## src/rtl/kyber_pkg.sv

```systemverilog
// kyber_pkg: shared Kyber constants, twiddle ROM region layout, mode encodings
// and the twiddle sequencer state encoding.
package kyber_pkg;
    localparam int N    = 128;
    localparam int LOGN = 7;
    localparam int Q    = 3329;

    localparam logic [8:0] W_BASE     = 9'd0;
    localparam logic [8:0] WINV_BASE  = 9'd127;
    localparam logic [8:0] WMULT_BASE = 9'd254;

    localparam logic [1:0] MODE_NTT  = 2'd0;
    localparam logic [1:0] MODE_INTT = 2'd1;
    localparam logic [1:0] MODE_MULT = 2'd2;
    localparam logic [1:0] MODE_RSVD = 2'd3;

    typedef enum logic [1:0] {ST_IDLE, ST_RUN, ST_GAP, ST_FLUSH} state_e;
endpackage

```

## src/rtl/tw_addr_calc.sv

```systemverilog
// tw_addr_calc: twiddle ROM address for (mode, layer, butterfly/index);
// purely combinational so the address formula can be tested on its own.
module tw_addr_calc
    import kyber_pkg::*;
(
    input  logic [1:0] mode_i,
    input  logic [2:0] stage_i,
    input  logic [6:0] idx_i,
    output logic [8:0] addr_o
);
    logic [8:0] b, ntt_addr, intt_addr, mult_addr;

    always_comb begin
        b         = {3'd0, idx_i[5:0]};
        ntt_addr  = W_BASE + (9'd1 << stage_i) - 9'd1 + (b >> (3'(LOGN - 1) - stage_i));
        intt_addr = WINV_BASE + 9'(N) - (9'd1 << (3'(LOGN) - stage_i)) + (b >> stage_i);
        mult_addr = WMULT_BASE + {2'd0, idx_i};
        addr_o    = mode_i == MODE_NTT  ? ntt_addr :
                    mode_i == MODE_INTT ? intt_addr :
                    mode_i == MODE_MULT ? mult_addr : 9'd0;
    end
endmodule

```

## src/rtl/tw_addr_gen.sv

```systemverilog
// tw_addr_gen: twiddle ROM address sequencer for NTT / INTT / pointwise multiply,
// with valid/last/stage tags aligned to the 1-cycle ROM read latency.
module tw_addr_gen
    import kyber_pkg::*;
#(
    parameter int STAGE_GAP = 4
) (
    input  logic       clk,
    input  logic       rst,
    input  logic       start,
    input  logic [1:0] mode,
    input  logic       stall,
    output logic [8:0] raddr,
    output logic       tw_valid,
    output logic       tw_last,
    output logic [2:0] tw_stage,
    output logic       busy,
    output logic       done
);
    localparam logic [3:0] GAP_LAST = 4'(STAGE_GAP - 1);

    state_e     state_q;
    logic [1:0] mode_q, mode_d;
    logic [2:0] s_q, s_d;
    logic [6:0] idx_q, idx_d;
    logic [3:0] gap_q;
    logic [8:0] raddr_q, addr_nxt;
    logic       tw_valid_q, tw_last_q, done_q;
    logic [2:0] tw_stage_q;
    logic       start_ok, accept, layer_end, op_end, adv, load;

    // Counters and address advance one step ahead so raddr is always the pending issue.
    always_comb begin
        start_ok  = state_q == ST_IDLE && start && mode != MODE_RSVD;
        accept    = state_q == ST_RUN && !stall;
        layer_end = mode_q != MODE_MULT && idx_q[5:0] == 6'd63;
        op_end    = mode_q == MODE_MULT ? idx_q == 7'd127 : layer_end && s_q == 3'(LOGN - 1);
        adv       = accept && !op_end;
        load      = start_ok || adv;
        mode_d    = start_ok ? mode : mode_q;
        s_d       = start_ok ? 3'd0 : adv && layer_end ? s_q + 3'd1 : s_q;
        idx_d     = start_ok ? 7'd0 : adv ? (layer_end ? 7'd0 : idx_q + 7'd1) : idx_q;
    end

    tw_addr_calc u_calc (
        .mode_i (mode_d),
        .stage_i(s_d),
        .idx_i  (idx_d),
        .addr_o (addr_nxt)
    );

    always_ff @(posedge clk) begin
        if (rst) begin
            state_q    <= ST_IDLE;
            mode_q     <= MODE_NTT;
            s_q        <= 3'd0;
            idx_q      <= 7'd0;
            gap_q      <= 4'd0;
            raddr_q    <= 9'd0;
            tw_valid_q <= 1'b0;
            tw_last_q  <= 1'b0;
            tw_stage_q <= 3'd0;
            done_q     <= 1'b0;
        end else begin
            mode_q     <= mode_d;
            s_q        <= s_d;
            idx_q      <= idx_d;
            tw_valid_q <= accept;
            tw_last_q  <= accept && op_end;
            done_q     <= accept && op_end;
            tw_stage_q <= s_q;
            if (load)
                raddr_q <= addr_nxt;
            case (state_q)
                ST_IDLE:
                    if (start_ok)
                        state_q <= ST_RUN;
                ST_RUN:
                    if (accept && op_end)
                        state_q <= ST_FLUSH;
                    else if (accept && layer_end && STAGE_GAP > 0) begin
                        state_q <= ST_GAP;
                        gap_q   <= 4'd0;
                    end
                ST_GAP:
                    if (gap_q == GAP_LAST)
                        state_q <= ST_RUN;
                    else
                        gap_q <= gap_q + 4'd1;
                ST_FLUSH:
                    state_q <= ST_IDLE;
                default:
                    state_q <= ST_IDLE;
            endcase
        end
    end

    assign raddr    = raddr_q;
    assign tw_valid = tw_valid_q;
    assign tw_last  = tw_last_q;
    assign tw_stage = tw_stage_q;
    assign done     = done_q;
    assign busy     = state_q != ST_IDLE;
endmodule

```

## config.mk

```make
export PLATFORM = sky130hd
export DESIGN_NAME = tw_addr_gen
export DESIGN_NICKNAME = d
export VERILOG_FILES = /design/src/rtl/kyber_pkg.sv /design/src/rtl/tw_addr_calc.sv /design/src/rtl/tw_addr_gen.sv
export SDC_FILE = /design/constraint.sdc
export NUM_CORES = 1
export LEC_CHECK = 0
export ABC_AREA = 1
export BUFFER_PORTS_ARGS = -buffer_cell sky130_fd_sc_hd__buf_4
export CAP_MARGIN = 20
export CORE_ASPECT_RATIO = 1.25
export CORE_MARGIN = 2
export CORE_UTILIZATION = 50
export DETAILED_ROUTE_END_ITERATION = 8
export GPL_TIMING_DRIVEN = 0
export PLACE_DENSITY = 0.7
export SETUP_SLACK_MARGIN = 0.3
export SLEW_MARGIN = 20
export SYNTH_ARGS = -nofsm -noshare
export SYNTH_HDL_FRONTEND = slang
export SYNTH_SLANG_ARGS = --single-unit
```

## constraint.sdc

```tcl
create_clock -name clk -period 7.5 [get_ports clk]
set_input_delay 1.125 -clock clk [delete_from_list [all_inputs] [get_ports clk]]
set_output_delay 1.125 -clock clk [all_outputs]
set_load 0.01 [all_outputs]
```

==> results of run 1 <==
state kept, by name (all words and copies together), names as in the netlist:
register,flops
raddr,9
idx_q,7
gap_q,4
s_q,3
tw_stage,3
mode_q,2
state_q,2
done,1
tw_valid,1
routing by layer:
| metal | track usage [%] | part of all wire [%] |
|---|---|---|
| met3 | 2.16 | 2.2 |
| met1 | 24.4 | 43 |
| met2 | 39.0 | 51 |
| met5 | 0 | 0 |
| met4 | 12.9 | 4.3 |
path summary, 6_finish.rpt:
path / depth (start not counted) / from / slack [ns] / endpoint
worst max register to register: 27 / idx_q[0]$_SDFF_PP0_ / 2.99 / raddr[7]$_SDFFE_PP0P_
worst max-delay path: 26 / stall / 2.73 / raddr[7]$_SDFFE_PP0P_
worst min register to register: 2 / s_q[1]$_SDFF_PP0_ / 0.47 / tw_stage[1]$_SDFF_PP0_
worst min-delay path: 2 / s_q[1]$_SDFF_PP0_ / 0.47 / tw_stage[1]$_SDFF_PP0_
power by group through the flow:
| stage | sequential [mW] | clock (mW) | combinational (mW) |
|---|---|---|---|
| floorplan | 0.236 | 0 | 0.340 |
| global placement | 0.229 | 0 | 0.462 |
| detailed placement | 0.230 | 0 | 0.466 |
| CTS | 0.226 | 0.169 | 0.469 |
| global route | 0.230 | 0.177 | 0.536 |
| finish | 0.226 | 0.165 | 0.465 |
cells in the mapped netlist, drive strengths merged:
cell    number  area, sq um
nand3b       1         7.51
or2          2         12.5
fa           2         40.0
inv         68          258
a31oi        3         18.8
xnor2        7         68.8
dfxtp       32          641
o21bai       2         15.0
a41oi        1         8.76
o21ai       32          168
a21o         2         15.0
nor3b        1         7.51
a211oi       2         15.0
and3         1         6.26
nor3         4         20.0
o31ai        2         15.0
nand4        2         12.5
xor2         1         8.76
ha          34          425
nor2        49          249
o211ai       5         37.5
buf          5         46.3
and2         1         6.26
clkinv       1         3.75
nand2      112          460
clkbuf       3         11.3
a21oi       17         88.8
nand3       35          213
kinds of logic after synthesis:
logic type               Yosys count
AND/OR/NAND/NOR                  208
buffers and inverters             77
AO/OA/AOI/OAI                     66
adder cells (fa/ha/maj)           36
flip-flops                        32
XOR/XNOR                           8
worst register-to-register path, stage by stage, from the launching register on:
cell,delay [ns]
dfxtp_1,0.37
ha_1,0.22
nand2_1,0.09
nor2_2,0.13
nand3_2,0.17
nor2_8,0.16
nand2_4,0.09
clkinv_1,0.06
nand2_1,0.05
nand3_2,0.11
buf_6,0.17
inv_2,0.08
ha_1,0.23
xnor2_2,0.34
nor2_1,0.09
a31oi_1,0.18
ha_1,0.25
inv_1,0.06
ha_1,0.18
inv_1,0.06
fa_1,0.40
o21ai_0,0.28
and3_1,0.24
nand2_1,0.06
o211ai_1,0.09
nand2_1,0.07
nor2_1,0.11
nor2_1,0.05
cell type report:
cell class | count | area (sq um) | share of cell area [%]
clock inverter | 3 | 42.5 | 1.32
inverter | 69 | 262 | 8.10
clock buffer | 5 | 68.8 | 2.13
buffer | 8 | 57.6 | 1.78
tap | 64 | 80.1 | 2.48
timing repair buffer | 21 | 158 | 4.88
sequential | 32 | 641 | 19.8
multi-input combinational | 318 | 1920 | 59.5
through the flow:
stage,instance area (sq um),hold slack (ns),setup slack (ns),total power [mW],std cells
2_1_floorplan,2880,0.437,3.09,0.576,427
3_3_place_gp,3120,0.454,2.47,0.691,512
3_5_place_dp,3120,0.465,2.44,0.696,512
4_1_cts,3230,0.474,2.72,0.863,520
5_1_grt,3230,0.495,2.38,0.943,520
6_report,3230,0.470,2.73,0.856,520
==> impl_metrics.ini, run 1 <==
[outcome]
outcome = complete, no violations

[sta]
rsz0062_at_grt = false
tightest_slew_ns = 0.523
hold_viol = 0
min_period_ns = 4.77
finalSetupTns_ns = 0
finalMaxSlewViolations = 0
finalSetupViolCount = 0
fin_skew_ns = 0.00693
slew_headroom_pct = 65.2
post-route-period-util_pct = 63.6
max_freq_ghz = 0.210

[layout]
final_util_pct = 58.9
layout_common_cells = nand2_1 (102), inv_1 (60), nor2_1 (38)
nNetsFinal = 497
final_layout_size_suffix_gt1_share_pct = 16.4
fillers = 538
antenna_cells = 0
final_common_cell = nand2_1
area.growth.synth_to_final_pct = 12.1

[pwr]
p_comb_share_pct = 54.3
vdd.ir_drop.worst_v = 0.000182
switchingPower_mw = 0.377
p_clk_share_pct = 19.3
p_sw_share_pct = 44.0
p_seq_share_pct = 26.4
p_int_mw = 0.480
p_leak_nw = 1.68
power_density_nw_per_um2 = 265

[global_route]
grt_max_degree = 12
grtUsageTotal_pct = 21.6
antenna_found_initial = 0
grt_overflow = 0
grt_pass1_wl_mm = 10.9
grt_pass1_vias = 2509

[worst_setup_path]
cp.arrival_ns = 4.94
cpPeakStageDelay_ns = 0.40
cp_slowest_cell = fa_1
worstSetupPathType = input pin to register
critical-path-top-delay-family = simple AND/OR/NAND/NOR gates
crit_buf_inv = 7
cp.required_ns = 7.67
critPathMaxFanout = 11
critPathLaunchType = input pin
worst_setup_path_end_kind = register

[place]
portBuffers = 21
post-dp-hpwl_mm = 5.29
place_congestion = 0.896

[synthesis]
synth_seq_area_share_pct = 22.3
synth_top_family_by_area = simple AND/OR/NAND/NOR gates
synth_compound_area_share_pct = 13.3
muxShareOfSynthArea_pct = 0
synth_simple_gate_area_share_pct = 34.6
synth_cell_type_count = 43
synth_adder_area_share_pct = 16.2
ys_ff_latch = 32
syn_nets = 469
syn_area_sq_um = 2880
ys_warn_count = 0
netlist_instances = 427
synth-xor-area-share_pct = 2.69
avgSynthCellArea_sq_um = 6.74

[clock_network]
cts_buffers = 5
cts_resized = 0
path_clk_slew_ns = 0.07
postCtsHoldBufs = 0
tritoncts = yes
post_cts_buffers = 0
h-tree-depth = 2
cts_sinks = 32
clock_path_buffers = 2
clock_latency_ns = 0.28
clock-root-buffer = clkbuf_8

[die]
die_w_microns = 71.9
core-area_sq_um = 5480
start_util_pct = 52.5
die_area_sq_um = 6380
num_rows = 30
die_height_microns = 88.8
ios = 22

[detailed_routing]
ant_nets = 0
via_count = 2669
routedWlPerCell_microns = 12.4
first_pass_iters = 4
wl_mm = 6.45
drc = 0
via_per_inst = 5.13
first_iter_violations = 135

[run]
cap_viol_max_count = 0

[hold_path]
min_path_type = register to register
(Power assumes the default switching activity.)
==> run 2, diff against run 1 <==
--- a/config.mk
+++ b/config.mk
@@ -5,7 +5,7 @@
 export SDC_FILE = /design/constraint.sdc
 export NUM_CORES = 1
 export LEC_CHECK = 0
-export ABC_AREA = 1
+export ABC_AREA = 0
 export BUFFER_PORTS_ARGS = -buffer_cell sky130_fd_sc_hd__buf_4
 export CAP_MARGIN = 20
 export CORE_ASPECT_RATIO = 1.25
@@ -13,7 +13,7 @@
 export CORE_UTILIZATION = 50
 export DETAILED_ROUTE_END_ITERATION = 8
 export GPL_TIMING_DRIVEN = 0
-export PLACE_DENSITY = 0.7
+export PLACE_DENSITY = 0.73
 export SETUP_SLACK_MARGIN = 0.3
 export SLEW_MARGIN = 20
 export SYNTH_ARGS = -nofsm -noshare
==> constraint.sdc (replaced) <==
create_clock -name clk -period 4.3 [get_ports clk]
set_input_delay 0.645 -clock clk [delete_from_list [all_inputs] [get_ports clk]]
set_output_delay 0.645 -clock clk [all_outputs]
set_load 0.01 [all_outputs]
==> run 2 against run 1 <==
  * The flow now finishes with violations (setup timing)
  * Global-route usage up 6.9 points
  * Via count up 12%
  * Critical path type is now register to register
  * Clock skew increased by 0.00065 ns
  * Combinational power shrank 64%
  * Routed wire length rose by 38%
==> impl_metrics.ini, run 2 <==
[sta]
finalSetupViolCount = 4
finalMaxSlewViolations = 0
post-route-period-util_pct = 103
rsz0062_at_grt = true
fin_skew_ns = 0.00758
min_period_ns = 4.44
tightest_slew_ns = 0.708
slew_headroom_pct = 52.6
max_freq_ghz = 0.225
timing.final.ws_setup_ns = -0.143
hold_viol = 0

[global_route]
grt_pass1_vias = 3039
grtUsageTotal_pct = 28.5
grt_overflow = 0
antenna_found_initial = 0
grt_pass1_wl_mm = 14.1
grt_max_degree = 12

[layout]
nNetsFinal = 453
largest_reg_flops = 9
antenna_cells = 0
final_common_cell = buf_4
instances_no_fill = 478
final_util_pct = 71.5
layout_common_cells = buf_4 (49), nor2_1 (40), dfxtp_1 (28)
area.growth.synth_to_final_pct = 40.8
final_layout_size_suffix_gt1_share_pct = 41.7
fin_area_sq_um = 4080

[synthesis]
ys_async_sr_fraction_pct = 0
synth_top_cell_area_share_pct = 22.1
yosysTopAreaCell = dfxtp_1
avgSynthCellArea_sq_um = 8.32
synth_common_cells = nor2_1 (43), ha_1 (34), dfxtp_1 (32), nand2_1 (28), inv_1 (17)
netlist_instances = 348
synth_cell_type_count = 77
yosys-top-cells-area = dfxtp_1 (22%), ha_1 (15%), nor2_1 (5.6%)
synth_edf_count = 0
ys_ff_latch = 32
ys_warn_count = 0
syn_area_sq_um = 2900
syn_nets = 390
synth_seq_area_share_pct = 22.1
synth_most_common_cell = nor2_1
synthFlopType = dfxtp_1

[pwr]
p_leak_nw = 1.70
power_density_nw_per_um2 = 190
vdd.ir_drop.worst_v = 0.000125
finalPower_mw = 0.775

[worst_setup_path]
critPathMaxFanout = 5
worstSetupPathType = register to register
r2r-end = raddr[6]$_SDFFE_PP0P_
cp.arrival_ns = 4.63
cp.required_ns = 4.48
critPathLaunchType = register
r2r-start = idx_q[0]$_SDFF_PP0_
cp-startpoint = idx_q[0]$_SDFF_PP0_
r2r_slack_ns = -0.14
worst_setup_path_end_kind = register
worstSetupEndpoint = raddr[6]$_SDFFE_PP0P_
r2r_cells = 22

[clock_network]
tritoncts = yes
cts_buffers = 5
clock-root-buffer = clkbuf_8
cts_sinks = 32
path_clk_slew_ns = 0.07
clock_path_buffers = 2
clock_latency_ns = 0.30
h-tree-depth = 2

[detailed_routing]
drc = 0
via_per_inst = 6.27
first_iter_violations = 119
wl_mm = 8.89
wl_met2_mm = 4.68
routed-wl-met3_microns = 330
via_count = 2999
routedWlPerCell_microns = 18.6
ant_nets = 0
first_pass_iters = 4
highest_layer = met4
met1_length_mm = 3.31

[place]
dp.cells = 435
placed_cell_area_sq_um = 3360
dp_slack_ns = -0.632
place_congestion = 0.922
post-dp-hpwl_mm = 6.11
portBuffers = 21

[die]
die_w_microns = 72.1
num_rows = 31
ios = 22
core-area_sq_um = 5700
die_height_microns = 89.1
die_area_sq_um = 6420
start_util_pct = 50.8

[outcome]
violations = setup timing
outcome = complete, but fails checks

[hold_path]
min_path_type = register to register
min_from = raddr[7]$_SDFFE_PP0P_

[run]
cap_viol_max_count = 0
==> run 2: area by class of cell <==
cell class                 count  area (sq um)
clock inverter                 3          42.5
inverter                      18          75.1
fill                         411          1630
buffer                        12           103
timing repair buffer          56           477
clock buffer                   5          68.8
multi-input combinational    286          2580
sequential                    32           651
tap                           66          82.6
==> run 2: worst min-delay path by stage <==
stage | to | slack (ns) | depth (start not counted)
final | raddr[7]$_SDFFE_PP0P_ | 0.50 | 1
after global routing | tw_stage[2]$_SDFF_PP0_ | 0.53 | 1
after CTS | raddr[7]$_SDFFE_PP0P_ | 0.49 | 1
after detailed placement | raddr[7]$_SDFFE_PP0P_ | 0.47 | 1
after global placement | raddr[8]$_SDFFE_PP0P_ | 0.47 | 2
after floorplan | tw_stage[0]$_SDFF_PP0_ | 0.47 | 2
==> run 2: critical path, cell delays in order (launching register included) <==
cell and delay (ns):
dfxtp_4 0.37, ha_4 0.16, nand4_1 0.17, nor4_4 0.41, buf_4 0.18, buf_6 0.08
mux2_4 0.35, inv_8 0.08, ha_4 0.15, xnor2_4 0.15, buf_4 0.15, buf_4 0.10
o21ai_1 0.08, ha_1 0.28, inv_1 0.06, ha_4 0.28, o21ai_1 0.07, nor2_2 0.19
o31a_1 0.20, a21oi_2 0.07, mux2_2 0.27, a31o_2 0.25, a211o_1 0.22
==> run 2: cell families after synthesis <==
family,after synthesis,synth area share [%]
xor gates and xnor gates,10,3.02
DFF,32,22.1
AOI/OAI and AO/OA,91,23.4
muxes,14,5.23
buffers and inverters,30,5.32
adders and majority gates,36,16.1
and+or+nand+nor,135,24.8
==> run 2: repair_timing <==
action	4_1_cts	5_1_grt
pin swaps	38	27
setup buffers	31	4
hold buffers	0	0
resized for setup	54	18
setup endpoints to repair	7	7
==> run 2: per-stage QoR <==
stage                     setup TNS (ns)  hold slack (ns)
after floorplan                        0            0.472
after global placement             -2.71            0.472
after detailed placement           -2.98            0.471
after CTS                         -0.126            0.487
after global routing               -1.37            0.529
final                             -0.439            0.502
==> run 2: routing by layer <==
metal,vias to the layer above,global-route usage (%)
met3,44,3.04
met4,0,22.0
li1,1415,-
met5,-,0
met1,1435,29.5
met2,105,52.2
==> run 2: power breakdown <==
part           switching, mW  internal, mW
sequential           0.00883         0.307
combinational         0.0915        0.0742
clock                  0.122         0.171
total                  0.222         0.553
